## src/rtl/lifo_pkg.sv

```systemverilog
// Shared types and constants for the LIFO drain reader.
package lifo_pkg;

  typedef enum logic [1:0] {
    ST_IDLE  = 2'd0,
    ST_DRAIN = 2'd1,
    ST_FLUSH = 2'd2
  } lifo_state_e;

  localparam int unsigned BUF_DEPTH = 2;

endpackage

```

## src/rtl/lifo_reader_if.sv

```systemverilog
// Valid/ready word stream leaving the LIFO reader.
interface lifo_reader_if #(
  parameter int DWIDTH = 8
);
  logic              valid;
  logic              ready;
  logic [DWIDTH-1:0] data;

  modport master (output valid, output data, input  ready);
  modport slave  (input  valid, input  data, output ready);
endinterface

```

## src/rtl/lifo_reader_skid.sv

```systemverilog
// Two-entry in-order output buffer: catches LIFO read data and presents it
// on the valid/ready stream, head entry first.
module lifo_reader_skid
  import lifo_pkg::*;
#(
  parameter int DWIDTH = 8
) (
  input  logic              clk_i,
  input  logic              srst_i,
  input  logic              push_i,
  input  logic [DWIDTH-1:0] push_data_i,
  output logic [1:0]        occ_o,
  lifo_reader_if.master     out_if
);

  logic [DWIDTH-1:0] head_q, head_d;
  logic [DWIDTH-1:0] tail_q, tail_d;
  logic [1:0]        occ_q, occ_d;
  logic              pop;

  assign pop = (occ_q != 2'd0) & out_if.ready;

  // NOTE: every variable gets a default first so no path leaves it unassigned (no latch).
  always_comb begin
    head_d = head_q;
    tail_d = tail_q;
    occ_d  = occ_q;
    unique case ({push_i, pop})
      2'b10: begin
        if (occ_q == 2'd0) head_d = push_data_i;
        else               tail_d = push_data_i;
        occ_d = occ_q + 2'd1;
      end
      2'b01: begin
        head_d = tail_q;
        occ_d  = occ_q - 2'd1;
      end
      2'b11: begin
        // Simultaneous fill and drain: occupancy stays, queue shifts by one.
        if (occ_q == 2'd1) begin
          head_d = push_data_i;
        end else begin
          head_d = tail_q;
          tail_d = push_data_i;
        end
      end
      default: ;
    endcase
  end

  // NOTE: sequential state uses non-blocking assignments only.
  always_ff @(posedge clk_i) begin
    if (!srst_i) begin
      // NOTE: the data entries are reset too, because data_o must read 0 after reset.
      head_q <= '0;
      tail_q <= '0;
      occ_q  <= 2'd0;
    end else begin
      head_q <= head_d;
      tail_q <= tail_d;
      occ_q  <= occ_d;
    end
  end

  assign occ_o        = occ_q;
  assign out_if.valid = srst_i & (occ_q != 2'd0);
  assign out_if.data  = srst_i ? head_q : '0;

endmodule

```

## src/rtl/lifo_reader.sv

```systemverilog
// Drains a LIFO into a valid/ready stream on request.
// Define LIFO_READER_AUTO_DRAIN_EN to also start a burst whenever the LIFO is full.
module lifo_reader
  import lifo_pkg::*;
#(
  parameter int DWIDTH     = 8,
  parameter int AWIDTH_EXP = 3
) (
  input  logic                clk_i,
  input  logic                srst_i,
  input  logic                drain_i,
  input  logic                empty_i,
  input  logic                full_i,
  input  logic [DWIDTH-1:0]   q_i,
  output logic                rdreq_o,
  output logic [DWIDTH-1:0]   data_o,
  output logic                valid_o,
  input  logic                ready_i,
  output logic                busy_o,
  output logic                done_o,
  output logic [AWIDTH_EXP:0] count_o
);

  localparam int CW = AWIDTH_EXP + 1;
  localparam logic [CW-1:0] MAX_COUNT = CW'(1) << AWIDTH_EXP;

  lifo_state_e   state_q, state_d;
  logic [CW-1:0] count_q, count_d;
  logic          inflight_q;
  logic          done_q, done_d;
  logic [1:0]    occ;
  logic [1:0]    load;
  logic          pop;
  logic          start;

  lifo_reader_if #(.DWIDTH(DWIDTH)) stream ();

  assign stream.ready = ready_i;
  assign valid_o      = stream.valid;
  assign data_o       = stream.data;

  lifo_reader_skid #(.DWIDTH(DWIDTH)) u_skid (
    .clk_i       (clk_i),
    .srst_i      (srst_i),
    .push_i      (inflight_q),
    .push_data_i (q_i),
    .occ_o       (occ),
    .out_if      (stream)
  );

`ifdef LIFO_READER_AUTO_DRAIN_EN
  assign start = drain_i | full_i;
`else
  logic unused_full;
  assign unused_full = full_i;
  assign start       = drain_i;
`endif

  // The word leaving this cycle frees its slot, so a pop can be re-issued in
  // the same cycle; this is what sustains one word per cycle with ready held high.
  assign pop     = stream.valid & ready_i;
  assign load    = occ + {1'b0, inflight_q} - {1'b0, pop};
  assign rdreq_o = srst_i & (state_q == ST_DRAIN) & ~empty_i & (load < 2'(BUF_DEPTH));

  always_comb begin
    state_d = state_q;
    count_d = count_q;
    done_d  = 1'b0;
    unique case (state_q)
      ST_IDLE: begin
        if (start) begin
          state_d = ST_DRAIN;
          count_d = '0;
        end
      end
      ST_DRAIN: begin
        if (empty_i && !inflight_q) state_d = ST_FLUSH;
      end
      ST_FLUSH: begin
        if (occ == 2'd0) begin
          state_d = ST_IDLE;
          done_d  = 1'b1;
        end
      end
      default: state_d = ST_IDLE;
    endcase
    if (rdreq_o && (count_q != MAX_COUNT)) count_d = count_q + CW'(1);
  end

  always_ff @(posedge clk_i) begin
    if (!srst_i) begin
      state_q    <= ST_IDLE;
      count_q    <= '0;
      inflight_q <= 1'b0;
      done_q     <= 1'b0;
    end else begin
      state_q    <= state_d;
      count_q    <= count_d;
      inflight_q <= rdreq_o;
      done_q     <= done_d;
    end
  end

  assign busy_o  = srst_i & (state_q != ST_IDLE);
  assign done_o  = done_q;
  assign count_o = count_q;

endmodule

```

## config.mk

```make
export PLATFORM = sky130hd
export DESIGN_NAME = lifo_reader
export DESIGN_NICKNAME = d
export VERILOG_FILES = /design/src/rtl/lifo_pkg.sv /design/src/rtl/lifo_reader_if.sv /design/src/rtl/lifo_reader_skid.sv /design/src/rtl/lifo_reader.sv
export SDC_FILE = /design/constraint.sdc
export NUM_CORES = 1
export LEC_CHECK = 0
export ABC_AREA = 1
export BUFFER_PORTS_ARGS = -buffer_cell sky130_fd_sc_hd__buf_4
export CORE_MARGIN = 2
export CORE_UTILIZATION = 35
export DETAILED_ROUTE_END_ITERATION = 7
export MAX_ROUTING_LAYER = met4
export PLACE_DENSITY = 0.66
export SLEW_MARGIN = 10
export SYNTH_ARGS = -nofsm -noshare
export SYNTH_HDL_FRONTEND = slang
export SYNTH_HIERARCHICAL = 1
export SYNTH_SLANG_ARGS = --single-unit
```

## constraint.sdc

```tcl
create_clock -name clk_i -period 5.76 [get_ports clk_i]
set_clock_uncertainty 0.15 [all_clocks]
set_input_delay 0.288 -clock clk_i [delete_from_list [all_inputs] [get_ports clk_i]]
set_output_delay 0.288 -clock clk_i [all_outputs]
set_load 0.005 [all_outputs]
```

---- Word level (Yosys, flattened, before mapping) ----
Cells that the tools add are included.
storage, ports and cells
  flip-flop bits (word level) ............. 26
  bits of input ports ..................... 14
  output and inout bits ................... 16
cells by class
  add/subtract/negate cells ............... 5
  $lt $le $gt $ge ......................... 1
  equality and inequality tests ........... 13
  multiplexer cells ....................... 16
  bitwise operators ....................... 8
  reductions and logical operators ........ 17
operators by type and width
  kind                                                    count
  2-to-1 mux 8 bit                                        5
  case mux 8 bit (3 select lines)                         1
  case mux 8 bit (2 select lines)                         1
  2-to-1 mux 4 bit                                        3
  nonzero test 2 bit                                      6
  inequality test 2 bit (second input constant)           5
  bitwise AND 1 bit                                       7
  equality test 2 x 1 -> 1 bit (second input constant)    3
  equality test 2 bit (second input constant)             3
  2-to-1 mux 2 bit                                        3
  case mux 2 bit (3 select lines)                         1
  AND reduction 2 bit                                     3
  AND reduction 3 bit                                     2
  adder 4 x 1 -> 4 bit (second input constant)            1
  zero test 2 bit                                         2
  inequality test 4 bit (second input constant)           1
  case mux 2 bit (2 select lines)                         1
  nonzero test 3 bit                                      1
  adder 2 x 1 -> 2 bit                                    1
  adder 2 x 1 -> 2 bit (second input constant)            1
  logical AND 1 bit                                       2
  less-than comparator 2 bit (second input constant)      1
  inequality test 2 x 1 -> 1 bit (second input constant)  1
  subtractor 2 x 1 -> 2 bit                               1
  other kinds (4)                                         4

---- Depth between registers and ports, before layout ----
  depth in word-level cells ............... 9
  depth in mapped cells ................... 14
  gate-level depth less buffers ........... 14

---- By module ----
The synthesis kept the hierarchy.
modules (own cells, without submodules)
  module            times used  cells each  area an instance (um2)
  lifo_reader_skid  1           171         1126.1
  lifo_reader       1           68          491.7

---- Worst setup path before layout ----
Ideal clock, no wire load.
  kind .................................... register to output
  from .................................... register u_skid.occ_q[0], in the netlist u_skid/occ_o[0]
  to ...................................... output port rdreq_o
  arrival time ............................ 1.590 ns
  data required time ...................... 5.322 ns
  slack ................................... 3.732 ns
  cell stages (with the launch flop) ...... 12
  cell sequence ........................... dfxtp_1 inv_1 ha_1 nor2_1 nand2_1 inv_1 ha_1 inv_1 nand2_1 nand3_1 clkinv_2 nor2_8
on the way
  cells in the longest elaborated chain, start to end .. 6
RTL lines
  item                        line                    RTL
  start: declaration          lifo_reader_skid.sv:18  logic [1:0] occ_q, occ_d;
  start signal: assignment    lifo_reader_skid.sv:57  occ_q <= 2'd0;
  start signal: assignment    lifo_reader_skid.sv:61  occ_q <= occ_d;
  nonzero test 2 bit          lifo_reader_skid.sv:66  assign out_if.valid = srst_i & (occ_q != 2'd0);
  bitwise AND 1 bit           lifo_reader_skid.sv:66
  named net valid_o           lifo_reader.sv:17       output logic valid_o,
  bitwise AND 1 bit           lifo_reader.sv:61       assign pop = stream.valid & ready_i;
  subtractor 2 x 1 -> 2 bit   lifo_reader.sv:62       assign load = occ + {1'b0, inflight_q} - {1'b0, pop};
  less-than comparator 2 bit  lifo_reader.sv:63       assign rdreq_o = srst_i & (state_q == ST_DRAIN) & ~empty_i & (load < 2'(BUF_DEPTH));
  bitwise AND 1 bit           lifo_reader.sv:63
  end: declaration            lifo_reader.sv:15       output logic rdreq_o,
The timed path passes the listed nets, and every way through them passes these cells.

---- Worst setup path after layout ----
  from .................................... register u_skid.occ_q[0], in the netlist u_skid/occ_o[0]
  to ...................................... output port rdreq_o
on the way
  cells in the longest elaborated chain, start to end .. 6
RTL lines
  item                            line
  nonzero test 2 bit              lifo_reader_skid.sv:66
  bitwise AND 1 bit               lifo_reader_skid.sv:66
  bitwise AND 1 bit               lifo_reader.sv:61
  subtractor 2 x 1 -> 2 bit (*)   lifo_reader.sv:62
  less-than comparator 2 bit (*)  lifo_reader.sv:63
  bitwise AND 1 bit (*)           lifo_reader.sv:63
Every way passes the cells marked *; elsewhere a longest branch is shown, timed or not.

==> flow_summary_export.csv <==
group,metric,value,unit
global_route,grt_util_all_layers,14.20,%
synth,synth.lib_cells_used.distinct,21,
hold_path,path_type_of_the_worst_min_delay_path,"input pin to register",
clock_network,cts_tree,"yes",
critical_path,type_of_the_worst_setup_path,"register to primary output",
routing,ant_nets,0,
critical_path,worst_setup_path_end_kind,"primary output",
synth,synthArstFlopShare,0,%
timing,unrepaired_setup_endpoints_after_global_routing,"false",
synth,synth_common_cells,"sky130_fd_sc_hd__nand2_1, sky130_fd_sc_hd__inv_1, sky130_fd_sc_hd__nand3_1",
critical_path,worst-endpoint-arrival,2.12,ns
timing,final_cycle_share,44.40,%
synth,postSynthRegisterBits,26,
timing,finalMaxSlewViolations,0,
die,die_y,71.99,um
timing,final_period_minus_worst_setup_slack,2.557,ns
power_and_ir_drop,power_density,272.1,nW/um2
critical_path,critPathSlowestCell,"sky130_fd_sc_hd__dfxtp_1",
layout,insertedDiodeCount,0,
synth,synth_most_common_cell,"sky130_fd_sc_hd__nand2_1",
critical_path,worst_path_largest_cell_delay,0.40,ns
die,die-area,5182,um2
synth,synth_largest_area_cell,"sky130_fd_sc_hd__dfxtp_1",
flow_run,cap_viol_max_count,0,
critical_path,crit_required,5.32,ns
placement,place_congestion,0.7419,
synth,sequential_cell_area_fraction_in_the_yosys_report,32.17,%
synth,yosysWarningCount,6,
clock_network,clock-sinks,26,
routing,wl,3229,um
clock_network,cts-root-buf,"sky130_fd_sc_hd__clkbuf_8",
timing,timing.setup.tns,0,ns
timing,worstMarginPinSlew,0.3822,ns
synth,ys_dominant_reg_cell,"sky130_fd_sc_hd__dfxtp_1",
synth,ranking_of_synthesized_cells_by_area,"sky130_fd_sc_hd__dfxtp_1, sky130_fd_sc_hd__nand2_1, sky130_fd_sc_hd__inv_1, sky130_fd_sc_hd__nand3_1, sky130_fd_sc_hd__ha_1",
timing,final.hold.worst_slack,0.1538,ns
synth,yosys.area.top_type_share,32.17,%
global_route,grt_pass1_vias,1309,
timing,worst_slew_margin_rel,74.46,%
clock_network,insertion_delay,0.27,ns
clock_network,cts_resized,0,
timing,setup_viol_count_final,0,
die,rows,24,
critical_path,crit_path_cell_trace,"inv_1 > ha_1 > nor2_1 > nand2_1 > inv_1 > ha_1 > inv_1 > nand2_1 > nand3_1 > clkinv_2 > nor2_8 > buf_4",
placement,postPlaceCellArea,1854,um2
placement,detailed_place_hpwl,2437,um
routing,detail_route.vias_per_cell,4.658,
clock_network,h-tree-depth,1,
timing,achievable-frequency,391.0,MHz
synth,post_synth_inst_count,239,
die,core_area,4414,um2
layout,final_layout_size_suffix_gt1_share,16.67,%
global_route,antenna_found_initial,0,
clock_network,cts-root-to-sink-buffers,2,
synth,synth_enable_flop_cells,0,
clock_network,clock_buffer_count_from_cts,3,
layout,fin_nets,290,
layout,layoutNonFillerInstCount,316,
routing,remaining_drc_errors,0,
clock_network,postCtsSetupRepairBufs,0,
layout,area_growth_syn_to_layout,17.17,%
routing,drt_pre_antenna_iters,4,
routing,drt-wirelength-per-cell,10.22,um
layout,fin_area,1896,um2
status,result_of_the_run,"finished, final reports clean",
routing,drt_initial_violations,92,
die,floorplan.io_pins,30,
placement,port-buffer-count,28,
critical_path,worstPathMaxFanout,5,
critical_path,cp-start-kind,"register",
global_route,grt_pass1_wl,5740,um
layout,finalCoreUtilization,42.94,%
clock_network,cts_hold_buffers,0,
synth,mappedNetlistArea,1618,um2
critical_path,ff2ff_setup_slack,3.34,ns
synth,average_size_of_a_mapped_cell,6.769,um2
synth,synthesis.nets,263,
routing,dr_total_vias,1472,
timing,finalHoldViolations,0,
global_route,grt.overflow.total,0,
power_and_ir_drop,vdd_ir_drop_max,142.6,uV
global_route,grt_max_degree,28,
die,initial_standard_cell_utilization_of_the_core,36.65,%
power_and_ir_drop,leakage,1.046,nW
critical_path,critical-path-top-cell-by-count,"sky130_fd_sc_hd__inv_1",
die,die_width,71.99,um
placement,dp.cells,313,
clock_network,path_clk_slew,0.09,ns
==> through the flow <==
| step | worst slack, ns | power (mW) |
|---|---|---|
| 2_1_floorplan | 3.732 | 0.3676 |
| 3_3_place_gp | 3.382 | 0.4123 |
| 3_5_place_dp | 3.343 | 0.4179 |
| 4_1_cts | 3.166 | 0.5229 |
| 5_1_grt | 2.908 | 0.5669 |
| 6_report | 3.203 | 0.5157 |
==> report_power, final <==
group,internal (mW),switching [mW]
clock network,0.0469,0.0565
registers,0.204,0.0140
logic,0.0801,0.114
total,0.331,0.184
==> path summary, 6_finish.rpt <==
check                          startpoint  depth (start not counted)                             to
max          u_skid/occ_o[0]$_SDFFE_PN0P_                         12                        rdreq_o
min                               empty_i                          3        state_q[1]$_SDFFE_PN0P_
max reg2reg  u_skid/occ_o[1]$_SDFFE_PN0P_                         12  u_skid/head_q[1]$_SDFFE_PN0P_
min reg2reg       state_q[1]$_SDFFE_PN0P_                          2              done_o$_SDFF_PN0_
==> area by class of cell <==
| type | instances | area [um2] |
|---|---|---|
| Timing Repair Buffer | 28 | 210.2 |
| Multi-Input combinational cell | 159 | 877.1 |
| Fill cell | 475 | 2519 |
| Sequential cell | 26 | 520.5 |
| Tap cell | 52 | 65.06 |
| Inverter | 48 | 181.4 |
| Clock buffer | 3 | 41.29 |
==> cells by family (layout without fill, tap and decap cells) <==
group	count (synthesis)	count (layout)	share of synthesized area, %
fa+ha+maj	10	10	7.734
xor+xnor	3	3	1.624
simple gates	128	128	39.29
compound gates	18	18	5.569
buf+inv	54	79	13.61
flops	26	26	32.17
==> flip-flops by register name, summed over array words and instances, names as in the netlist <==
| register | count |
|---|---|
| u_skid/occ_o | 2 |
| u_skid/tail_q | 8 |
| u_skid/head_q | 8 |
| count_o | 4 |
| inflight_q | 1 |
| done_o | 1 |
| state_q | 2 |
==> worst max-delay path, delay by kind of cell (launching register included) <==
family                     cells  cell delay (ns)
adders and majority gates      2             0.48
DFF                            1             0.40
buffers and inverters          5             0.40
and+or+nand+nor                5             0.55
==> layer usage <==
layer / vias up / share of wire (%) / track usage, % / routed length [um]
met5: - / 0 / - / 0
met4: 0 / 0.84 / 3.145 / 27
met3: 4 / 4.6 / 2.917 / 148
met2: 32 / 47 / 22.12 / 1511
met1: 652 / 48 / 19.06 / 1542
li1: 784 / - / - / -
==> layout by cell type (no fill, tap or decap), types with 2 or more instances in the layout <==
cell                        n
sky130_fd_sc_hd__nand2_1   56
sky130_fd_sc_hd__nor2_1    16
sky130_fd_sc_hd__nand2_4    2
sky130_fd_sc_hd__nand2_2    7
sky130_fd_sc_hd__nand3b_1  16
sky130_fd_sc_hd__ha_1      10
sky130_fd_sc_hd__o21ai_0    2
sky130_fd_sc_hd__a21oi_1   16
sky130_fd_sc_hd__nand3_1   27
sky130_fd_sc_hd__dfxtp_1   26
sky130_fd_sc_hd__xor2_1     3
sky130_fd_sc_hd__buf_4     28
sky130_fd_sc_hd__clkbuf_8   3
sky130_fd_sc_hd__inv_1     46
No activity file was read; power rests on OpenSTA's default activity.
